<file path="config.mk">
export PLATFORM = sky130hd
export DESIGN_NAME = f1_start_sequencer
export DESIGN_NICKNAME = d
export VERILOG_FILES = /design/src/rtl/f1_start_sequencer.sv
export SDC_FILE = /design/constraint.sdc
export NUM_CORES = 1
export LEC_CHECK = 0
export CORE_ASPECT_RATIO = 1.5
export CORE_MARGIN = 8
export CORE_UTILIZATION = 50
export CTS_BUF_LIST = sky130_fd_sc_hd__clkbuf_8
export DETAILED_ROUTE_END_ITERATION = 16
export PLACE_DENSITY_LB_ADDON = 0.3
export SLEW_MARGIN = 20
export SYNTH_ARGS = -nofsm -noshare
export SYNTH_HDL_FRONTEND = slang
export SYNTH_SLANG_ARGS = --single-unit
</file>
<file path="constraint.sdc">
create_clock -name clk -period 3.1 [get_ports clk]
set_input_delay 0.31 -clock clk [delete_from_list [all_inputs] [get_ports clk]]
set_output_delay 0.31 -clock clk [all_outputs]
set_load 0.01 [all_outputs]
</file>
<file path="src/rtl/f1_start_sequencer.sv">
// Race-start controller: ten-light ramp, random hold, reaction timer, jump-start detection.
// Optional macro F1_BEST_TIME_EN enables the best-time register (otherwise best_ms_o is tied to MAX_MS).
module f1_start_sequencer #(
  parameter int LEDS         = 10,
  parameter int STEP_MS      = 500,
  parameter int MIN_DELAY_MS = 200,
  parameter int RAND_W       = 10,
  parameter int CNT_W        = 14,
  parameter int MAX_MS       = 9999
) (
  input  logic              clk,
  input  logic              rst_n,
  input  logic              tick_i,
  input  logic              trigger_i,
  input  logic              press_i,
  input  logic [RAND_W-1:0] rand_val_i,
  output logic              en_lfsr_o,
  output logic [LEDS-1:0]   ledr_o,
  output logic              lights_out_o,
  output logic              result_valid_o,
  output logic [CNT_W-1:0]  react_ms_o,
  output logic [CNT_W-1:0]  best_ms_o,
  output logic              jump_start_o
);

  localparam int LIT_W = $clog2(LEDS + 1);
  localparam logic [CNT_W-1:0] STEP_LAST = CNT_W'(STEP_MS - 1);
  localparam logic [CNT_W-1:0] MAX_CNT   = CNT_W'(MAX_MS);
  localparam logic [CNT_W-1:0] MIN_DLY   = CNT_W'(MIN_DELAY_MS);
  localparam logic [LIT_W-1:0] LIT_FULL  = LIT_W'(LEDS);

  typedef enum logic [2:0] {
    S_IDLE   = 3'd0,
    S_RAMP   = 3'd1,
    S_HOLD   = 3'd2,
    S_TIMING = 3'd3,
    S_DONE   = 3'd4,
    S_JUMP   = 3'd5
  } state_t;

  state_t           state_q;
  logic             trig_q;
  logic             press_q;
  logic [CNT_W-1:0] ms_cnt_q;
  logic [CNT_W-1:0] rt_cnt_q;
  logic [CNT_W-1:0] delay_q;
  logic [LIT_W-1:0] lit_q;
  logic [LEDS-1:0]  ledr_q;
  logic             en_lfsr_q;
  logic             lights_out_q;
  logic             result_valid_q;
  logic [CNT_W-1:0] react_ms_q;
  logic             jump_start_q;

  logic             trig_e;
  logic             press_e;
  logic [CNT_W-1:0] ms_cnt_d;
  logic [CNT_W-1:0] rt_cnt_d;
  logic [CNT_W-1:0] delay_d;
  logic [LIT_W-1:0] lit_d;
  logic             start_run;
  logic             jump_now;

  function automatic logic [LEDS-1:0] bar(input logic [LIT_W-1:0] n);
    logic [LEDS-1:0] m;
    m = '0;
    for (int i = 0; i < LEDS; i++) begin
      m[i] = (i < int'(n));
    end
    return m;
  endfunction

  assign trig_e   = trigger_i & ~trig_q;
  assign press_e  = press_i & ~press_q;
  assign ms_cnt_d = ms_cnt_q + 1'b1;
  assign rt_cnt_d = (rt_cnt_q >= MAX_CNT) ? MAX_CNT : rt_cnt_q + 1'b1;
  assign delay_d  = MIN_DLY + CNT_W'(rand_val_i);
  assign lit_d    = lit_q + 1'b1;

  // A new run may only begin from a resting state; mid-run triggers are ignored.
  assign start_run = trig_e && (state_q == S_IDLE || state_q == S_DONE || state_q == S_JUMP);
  assign jump_now  = press_e && (state_q == S_RAMP || state_q == S_HOLD);

`ifdef F1_BEST_TIME_EN
  logic [CNT_W-1:0] best_ms_q;
`endif

  always_ff @(posedge clk or negedge rst_n) begin
    if (!rst_n) begin
      state_q        <= S_IDLE;
      trig_q         <= 1'b0;
      press_q        <= 1'b0;
      ms_cnt_q       <= '0;
      rt_cnt_q       <= '0;
      delay_q        <= '0;
      lit_q          <= '0;
      ledr_q         <= '0;
      en_lfsr_q      <= 1'b1;
      lights_out_q   <= 1'b0;
      result_valid_q <= 1'b0;
      react_ms_q     <= '0;
      jump_start_q   <= 1'b0;
`ifdef F1_BEST_TIME_EN
      best_ms_q      <= MAX_CNT;
`endif
    end else begin
      trig_q         <= trigger_i;
      press_q        <= press_i;
      lights_out_q   <= 1'b0;
      result_valid_q <= 1'b0;

      if (start_run) begin
        state_q      <= S_RAMP;
        ms_cnt_q     <= '0;
        lit_q        <= '0;
        ledr_q       <= '0;
        en_lfsr_q    <= 1'b1;
        jump_start_q <= 1'b0;
      end else if (jump_now) begin
        // Early press beats any same-cycle ramp completion or hold expiry.
        state_q      <= S_JUMP;
        ms_cnt_q     <= '0;
        ledr_q       <= '1;
        en_lfsr_q    <= 1'b1;
        jump_start_q <= 1'b1;
      end else begin
        case (state_q)
          S_IDLE: begin
            ledr_q       <= '0;
            en_lfsr_q    <= 1'b1;
            jump_start_q <= 1'b0;
          end

          S_RAMP: begin
            if (tick_i) begin
              if (ms_cnt_q == STEP_LAST) begin
                ms_cnt_q <= '0;
                lit_q    <= lit_d;
                ledr_q   <= bar(lit_d);
                if (lit_d == LIT_FULL) begin
                  state_q   <= S_HOLD;
                  delay_q   <= delay_d;
                  en_lfsr_q <= 1'b0;
                end
              end else begin
                ms_cnt_q <= ms_cnt_d;
              end
            end
          end

          S_HOLD: begin
            if (tick_i) begin
              if (ms_cnt_d >= delay_q) begin
                state_q      <= S_TIMING;
                lights_out_q <= 1'b1;
                ledr_q       <= '0;
                rt_cnt_q     <= '0;
                ms_cnt_q     <= '0;
              end else begin
                ms_cnt_q <= ms_cnt_d;
              end
            end
          end

          S_TIMING: begin
            // A press in the same cycle as a tick freezes the count before that tick.
            if (press_e) begin
              state_q        <= S_DONE;
              react_ms_q     <= rt_cnt_q;
              result_valid_q <= 1'b1;
              en_lfsr_q      <= 1'b1;
`ifdef F1_BEST_TIME_EN
              if (rt_cnt_q < best_ms_q) begin
                best_ms_q <= rt_cnt_q;
              end
`endif
            end else if (tick_i) begin
              rt_cnt_q <= rt_cnt_d;
            end
          end

          S_DONE: begin
            ledr_q    <= '0;
            en_lfsr_q <= 1'b1;
          end

          S_JUMP: begin
            en_lfsr_q    <= 1'b1;
            jump_start_q <= 1'b1;
            if (tick_i) begin
              if (ms_cnt_q == STEP_LAST) begin
                ms_cnt_q <= '0;
                ledr_q   <= ~ledr_q;
              end else begin
                ms_cnt_q <= ms_cnt_d;
              end
            end
          end

          default: begin
            state_q      <= S_IDLE;
            ledr_q       <= '0;
            en_lfsr_q    <= 1'b1;
            jump_start_q <= 1'b0;
          end
        endcase
      end
    end
  end

  assign en_lfsr_o      = en_lfsr_q;
  assign ledr_o         = ledr_q;
  assign lights_out_o   = lights_out_q;
  assign result_valid_o = result_valid_q;
  assign react_ms_o     = react_ms_q;
  assign jump_start_o   = jump_start_q;

`ifdef F1_BEST_TIME_EN
  assign best_ms_o = best_ms_q;
`else
  assign best_ms_o = MAX_CNT;
`endif

endmodule
</file>
==> metrics, run 1 <==
Worst path max stage delay 0.41 ns; critical path fanouts, max 6; DR vias/cell 5.747; Root Buffer clkbuf_8; CP top delay family compound AO/OA/AOI/OAI gates; register area 0.001903 mm²; DRC 0; WL/cell 15.94 µm; max cap viols 0; critical path capture point type register; complex-gate fraction of the synthesized area 16.30%; Pleak 2.481 nW; Post-synth EDFFs 0; antenna violations before repair 0; post-layout min period between 2 and 3 ns; nets between 500 and 600; power per standard cell area ~570 mW/mm²; post-synthesis xor/xnor area fraction 3.475%; RD Place Congestion 0.8803; total grt overflow 0; Post-Layout Cell Count 652; Setup CP Type register to register; type of origin of the critical path register; adder-cell share of the synthesized area roughly 4.9%; vias in the first global route 3894; synthesized cell area between 0.004 and 0.005 mm²; Detailed Route WL 10400 µm; Place WS 0.06300 ns; CTS buffer count 9; ANT cells 0; cell count after synthesis 483; Final Setup Violations 0; Worst Hold Class input pin to async pin; top cell type's share of synthesized area 41.37%; PnR worst setup slack 0.1155 ns; GRT Overall Usage 17.43%; setup TNS 0 ns; Worst path slowest cell dfrtp_1; Die Wd 93.78 µm; clk buf depth 2; Die Ht 132.7 µm; hpwl dp around 7600 µm; CTS Hold Bufs 0; max-slew violations 0; Finished Cell Area between 0.005 and 0.006 mm²; share of layout cells above drive strength 1 17.90%; CTS sink cnt 76; core area 0.008828 mm²; io pins 57; dpl cells 631; TritonCTS clock tree done; Reg2Reg Setup Slack 0.12 ns; first drt pass iteration count 5; Final ANT Viol Nets 0; dpl cell area just over 0.005 mm²; Fin Clk Skew 0.01045 ns; first-pass GRT wire length 17830 µm; synth unique cells 66; Hold Violations, Final 0; Worst Path Arrival 3.23 ns; most used cell, CP ha_1; main combinational cell family by area after synthesis simple AND/OR/NAND/NOR gates; CTS clk-pin slew, worst paths around 0.080 ns; Buf/Inv on CP 1; syn avg cell area 9.393 µm²; largest net degree at the start of global routing 77; crit share post-route between 90 and 100%; Clock Latency Late Sink 0.36 ns; worst vdd ir between 200 and 300 µV; ys async rst share 100.0%; synth top area cells dfrtp_1 (41%), mux2_2 (6.5%), ha_1 (4.7%); area leader, netlist dfrtp_1; FP Rows 42; multiplexer share of the synthesized area 7.998%; WP data required approximately 3.4 ns; Min Hold Slack 0.06910 ns; Ys Warns 0; #FFs+latches synth between 70 and 80; FMAX 335.1 MHz; sequential area share after synthesis 41.95%; Starting DRT DRC Count 163; DR vias between 3000 and 4000; die footprint 0.01244 mm²; Most used DFF post-synth dfrtp_1; PnR Total Power 3.121 mW; Max-slew headroom 37.70%; cells along the critical path ha_1 -> nand3_2 -> nor2_2 -> nand2_1 -> xnor2_1 -> ha_1 -> and3_1 -> a31oi_2 -> o22ai_4 -> o31ai_4 -> clkbuf_16 -> mux2_2; status completed; footprint of the multi-input gates between 0.002 and 0.0025 mm²; Simple-Gate Fraction of Synth Area 19.06%; Filler cells 759; Port Buffer Count 42; H-tree lvl count 3; synth-to-layout area growth 21.24%; Starting Density between 50% and 60%; Slew @ Worst Pin 0.9345 ns; Layout Utilization between 60 and 70%; RSZ-0062 raised after global routing yes
-- final timing paths --
check / start / to / depth (start not counted)
max in group asynchronous: rst_n / ms_cnt_q[3] / 1
worst max register to register: ms_cnt_q[0] / ledr_o[2] / 12
min in group clk: press_i / press_q / 1
worst max-delay path: ms_cnt_q[0] / ledr_o[2] / 12
worst min register to register: delay_q[6] / delay_q[6] / 2
worst min-delay path: rst_n / ms_cnt_q[10] / 1
-- state kept, by name, summed over array words and instances, names as in the netlist --
signal,flops
delay_q,11
en_lfsr_o,1
jump_start_o,1
ledr_o,10
lights_out_o,1
lit_q,4
ms_cnt_q,14
press_q,1
react_ms_o,14
result_valid_o,1
rt_cnt_q,14
state_q,3
trig_q,1
-- placed cells by master (no fill, tap or decap), types with 4 or more instances in the layout --
cell type / n
conb_1: 14
xor2_1: 7
o21ai_1: 6
or3_1: 4
ha_1: 16
nand2_1: 55
o21ai_0: 34
or2_2: 4
nor2b_1: 10
dfrtp_1: 75
o211ai_1: 4
inv_1: 22
nand2b_1: 4
nor2_1: 34
nor3_1: 10
nor4_1: 4
mux2_2: 26
clkbuf_8: 10
a31oi_1: 6
and3_1: 8
a21oi_1: 24
buf_4: 20
xnor2_1: 11
bufinv_16: 5
mux2_4: 4
nand3_1: 13
a22o_1: 4
clkdlybuf4s50_1: 41
and2_1: 5
-- synthesized netlist by cell type, drive strengths merged, types with 3 or more instances --
cell and n:
mux2 30, nand2b 4, a211oi 4, ha 17, dfrtp 75, nand3 16, clkbuf 10, a22o 4
nand4 3, or2 5, o31ai 4, inv 22, a31oi 7, a21oi 25, nor4 5, nor3 10
nor2 37, and3 8, buf 22, o21ai 41, nor2b 10, o211ai 4, xor2 7, nand2 56
xnor2 11, a21o 3, a311oi 3, and2 7, or3 4
-- cell type report --
type	instances	area share [%]
multi-input combinational	364	44.93
sequential	76	34.60
timing repair buffer	63	11.01
clock inverter	6	2.889
clock buffer	10	2.502
tap	110	2.502
inverter	23	1.570
-- what timing repair did --
action	4_1_cts	5_1_grt
resized for setup	0	15
buffers inserted	0	4
setup endpoints to repair	0	19
hold endpoints to repair	0	0
-- report_power, final --
part           internal [mW]  switching (mW)
sequential              1.05          0.0842
combinational          0.434           0.452
clock                  0.721           0.379
-- cell families (layout without fill, tap and decap cells) --
logic type	after synthesis	count (layout)
other cells	2	14
flops	76	76
xor+xnor	18	18
mux	31	31
fa+ha+maj	18	18
simple gates	172	172
buf+inv	55	102
compound gates	111	111
-- routing by layer --
layer  vias to the layer above  track usage, %  routed length (µm)
met4                         0           7.617                 327
met5                         -               0                   0
met3                        28           4.473                 452
met2                       101           30.90                5578
met1                      1832           18.64                4037
li1                       1786               -                   -
Note: power is estimated with default switching activity, not from simulation.
==> run 2: changes to the inputs <==
--- a/config.mk
+++ b/config.mk
@@ -5,7 +5,7 @@
 export SDC_FILE = /design/constraint.sdc
 export NUM_CORES = 1
 export LEC_CHECK = 0
-export CORE_ASPECT_RATIO = 1.5
+export CORE_ASPECT_RATIO = 1.2
 export CORE_MARGIN = 8
 export CORE_UTILIZATION = 50
 export CTS_BUF_LIST = sky130_fd_sc_hd__clkbuf_8
==> run 2 against run 1 <==
  * Critical path depth unchanged
  * Sequential power about the same
  * Core utilization decreased by 1.3 points
  * Via count decreased by 2.5%
  * Clock skew about the same
  * Register-to-register slack improved by 0.05 ns
  * Clock-buffer cell count unchanged
  * Final area decreased by 0.84%
==> metrics, run 2 (synthesis results as in run 1) <==
power per standard cell area 550.4 mW/mm² (-3.0%); Hold Violations, Final 0 (unchanged); largest net degree at the start of global routing 77 (unchanged); Final Setup Violations 0 (unchanged); Die Wd 103.0 µm (+9.8%); dpl cells 642 (+1.7%); WL/cell 15.14 µm (-5.1%); TritonCTS clock tree done; Min Hold Slack 0.1046 ns (+0.03549 ns); antenna violations before repair 0 (unchanged); reg2reg start ms_cnt_q[0]; CP startpoint ms_cnt_q[0]; setup TNS 0 ns (unchanged); CTS Hold Bufs 0 (unchanged); DRC 0 (unchanged); Post-Layout Cell Count 661 (+1.4%); Max-slew headroom 36.43% (-1.3 points); core area 0.008939 mm² (+1.2%); Die Ht 120.3 µm (-9.3%); Worst Hold Class input pin to async pin; Finished Cell Area 0.005454 mm² (-0.84%); share of layout cells above drive strength 1 17.19% (-0.71 points); Slew @ Worst Pin 0.9535 ns (+0.01903 ns); CTS sink cnt 76 (unchanged); critical path fanouts, max 10 (+4); hpwl dp 7041 µm (-6.8%); Starting DRT DRC Count 290 (+78%); vias in the first global route 3609 (-7.3%); die footprint 0.01239 mm² (-0.41%); post-layout min period 2.930 ns (-0.05497 ns); FMAX 341.3 MHz (+1.9%); CTS clk-pin slew, worst paths 0.08 ns (about the same); Clock Latency Late Sink 0.36 ns (about the same); Place WS 0.06724 ns (+0.004237 ns); synth-to-layout area growth 20.22%; Worst Path Arrival 3.17 ns (-0.06 ns); Setup CP Type register to register; Layout Utilization 61.02% (-1.3 points); ANT cells 0 (unchanged); PnR Total Power 3.002 mW (-3.8%); type of origin of the critical path register; nets 568 (-0.18%); Root Buffer clkbuf_8; CTS buffer count 9 (unchanged); Final ANT Viol Nets 0 (unchanged); total grt overflow 0 (unchanged); crit share post-route 94.50% (-1.8 points); worst vdd ir 325.6 µV (+25%); status completed; max-slew violations 0 (unchanged); clk buf depth 2 (unchanged); DR vias 3652 (-2.5%); Port Buffer Count 42 (unchanged); first-pass GRT wire length 16660 µm (-6.6%); GRT Overall Usage 16.69% (-0.74 points); critical path capture point type register; FP Rows 38 (-9.5%); io pins 57 (unchanged); dpl cell area 0.005097 mm² (+0.39%); Fin Clk Skew 0.01027 ns (-0.0001781 ns); Starting Density 50.76% (-0.63 points); H-tree lvl count 3 (unchanged); DR vias/cell 5.525 (-3.9%); first drt pass iteration count 4 (-1); Pleak 2.460 nW (-0.86%); RD Place Congestion 0.8702 (-1.1%); PnR worst setup slack 0.1704 ns (+0.05497 ns); most common cell after layout, fill and taps aside dfrtp_1; WP data required 3.34 ns (about the same); Detailed Route WL 10010 µm (-3.7%); max cap viols 0 (unchanged); commonest non-fill, non-tap cells in the layout dfrtp_1 (75), nand2_1 (56), clkdlybuf4s50_1 (41)
run 2: per-layer routing:
metal / track usage (%) / vias up / wire [µm]
li1: - / 1787 / -
met1: 19.60 / 1759 / 4264
met2: 28.09 / 87 / 5084
met3: 3.853 / 19 / 429
met4: 7.525 / 0 / 227
met5: 0 / - / 0
run 2: final timing paths:
path	endpoint	slack (ns)	cells after the start
max in group asynchronous	ms_cnt_q[4]	2.39	1
setup reg to reg	ledr_o[5]	0.17	12
hold reg to reg	delay_q[3]	0.49	2
hold / removal	react_ms_o[1]	0.10	1
min in group clk	trig_q	0.44	1
setup / recovery	ledr_o[5]	0.17	12
run 2: power by group:
group / internal (mW) / switching, mW
sequential: 1.05 / 0.0760
combinational: 0.403 / 0.451
clock: 0.638 / 0.383
run 2: area by class of cell:
| class | instances | area (µm²) |
|---|---|---|
| fillers | 779 | 3485 |
| well taps | 120 | 150.1 |
| clock inverters | 6 | 135.1 |
| inverters | 23 | 86.33 |
| flip-flops and latches | 76 | 1903 |
| multi-input cells | 364 | 2464 |
| clock buffers | 10 | 137.6 |
| repair buffers | 62 | 578.1 |
run 2: timing repair:
action | CTS | global route
buffers inserted | 0 | 2
endpoints found under the setup margin | 0 | 31
resized for setup | 0 | 12
run 2: worst max-delay path: stages, from the launching register on:
cell and delay, ns:
dfrtp_1 0.42, ha_1 0.21, nand3_2 0.12, nor2_2 0.14, nand2_1 0.10, xnor2_2 0.17
ha_1 0.31, and3_1 0.20, a31oi_2 0.23, o22ai_4 0.15, o31ai_4 0.25, buf_12 0.17
mux2_2 0.34
==> run 3: changes to the inputs <==
--- a/config.mk
+++ b/config.mk
@@ -5,6 +5,7 @@
 export SDC_FILE = /design/constraint.sdc
 export NUM_CORES = 1
 export LEC_CHECK = 0
+export CAP_MARGIN = 10
 export CORE_ASPECT_RATIO = 1.2
 export CORE_MARGIN = 8
 export CORE_UTILIZATION = 50
==> results of run 3 <==
No change in the layout: final DEF, timing and power equal those of run 2.
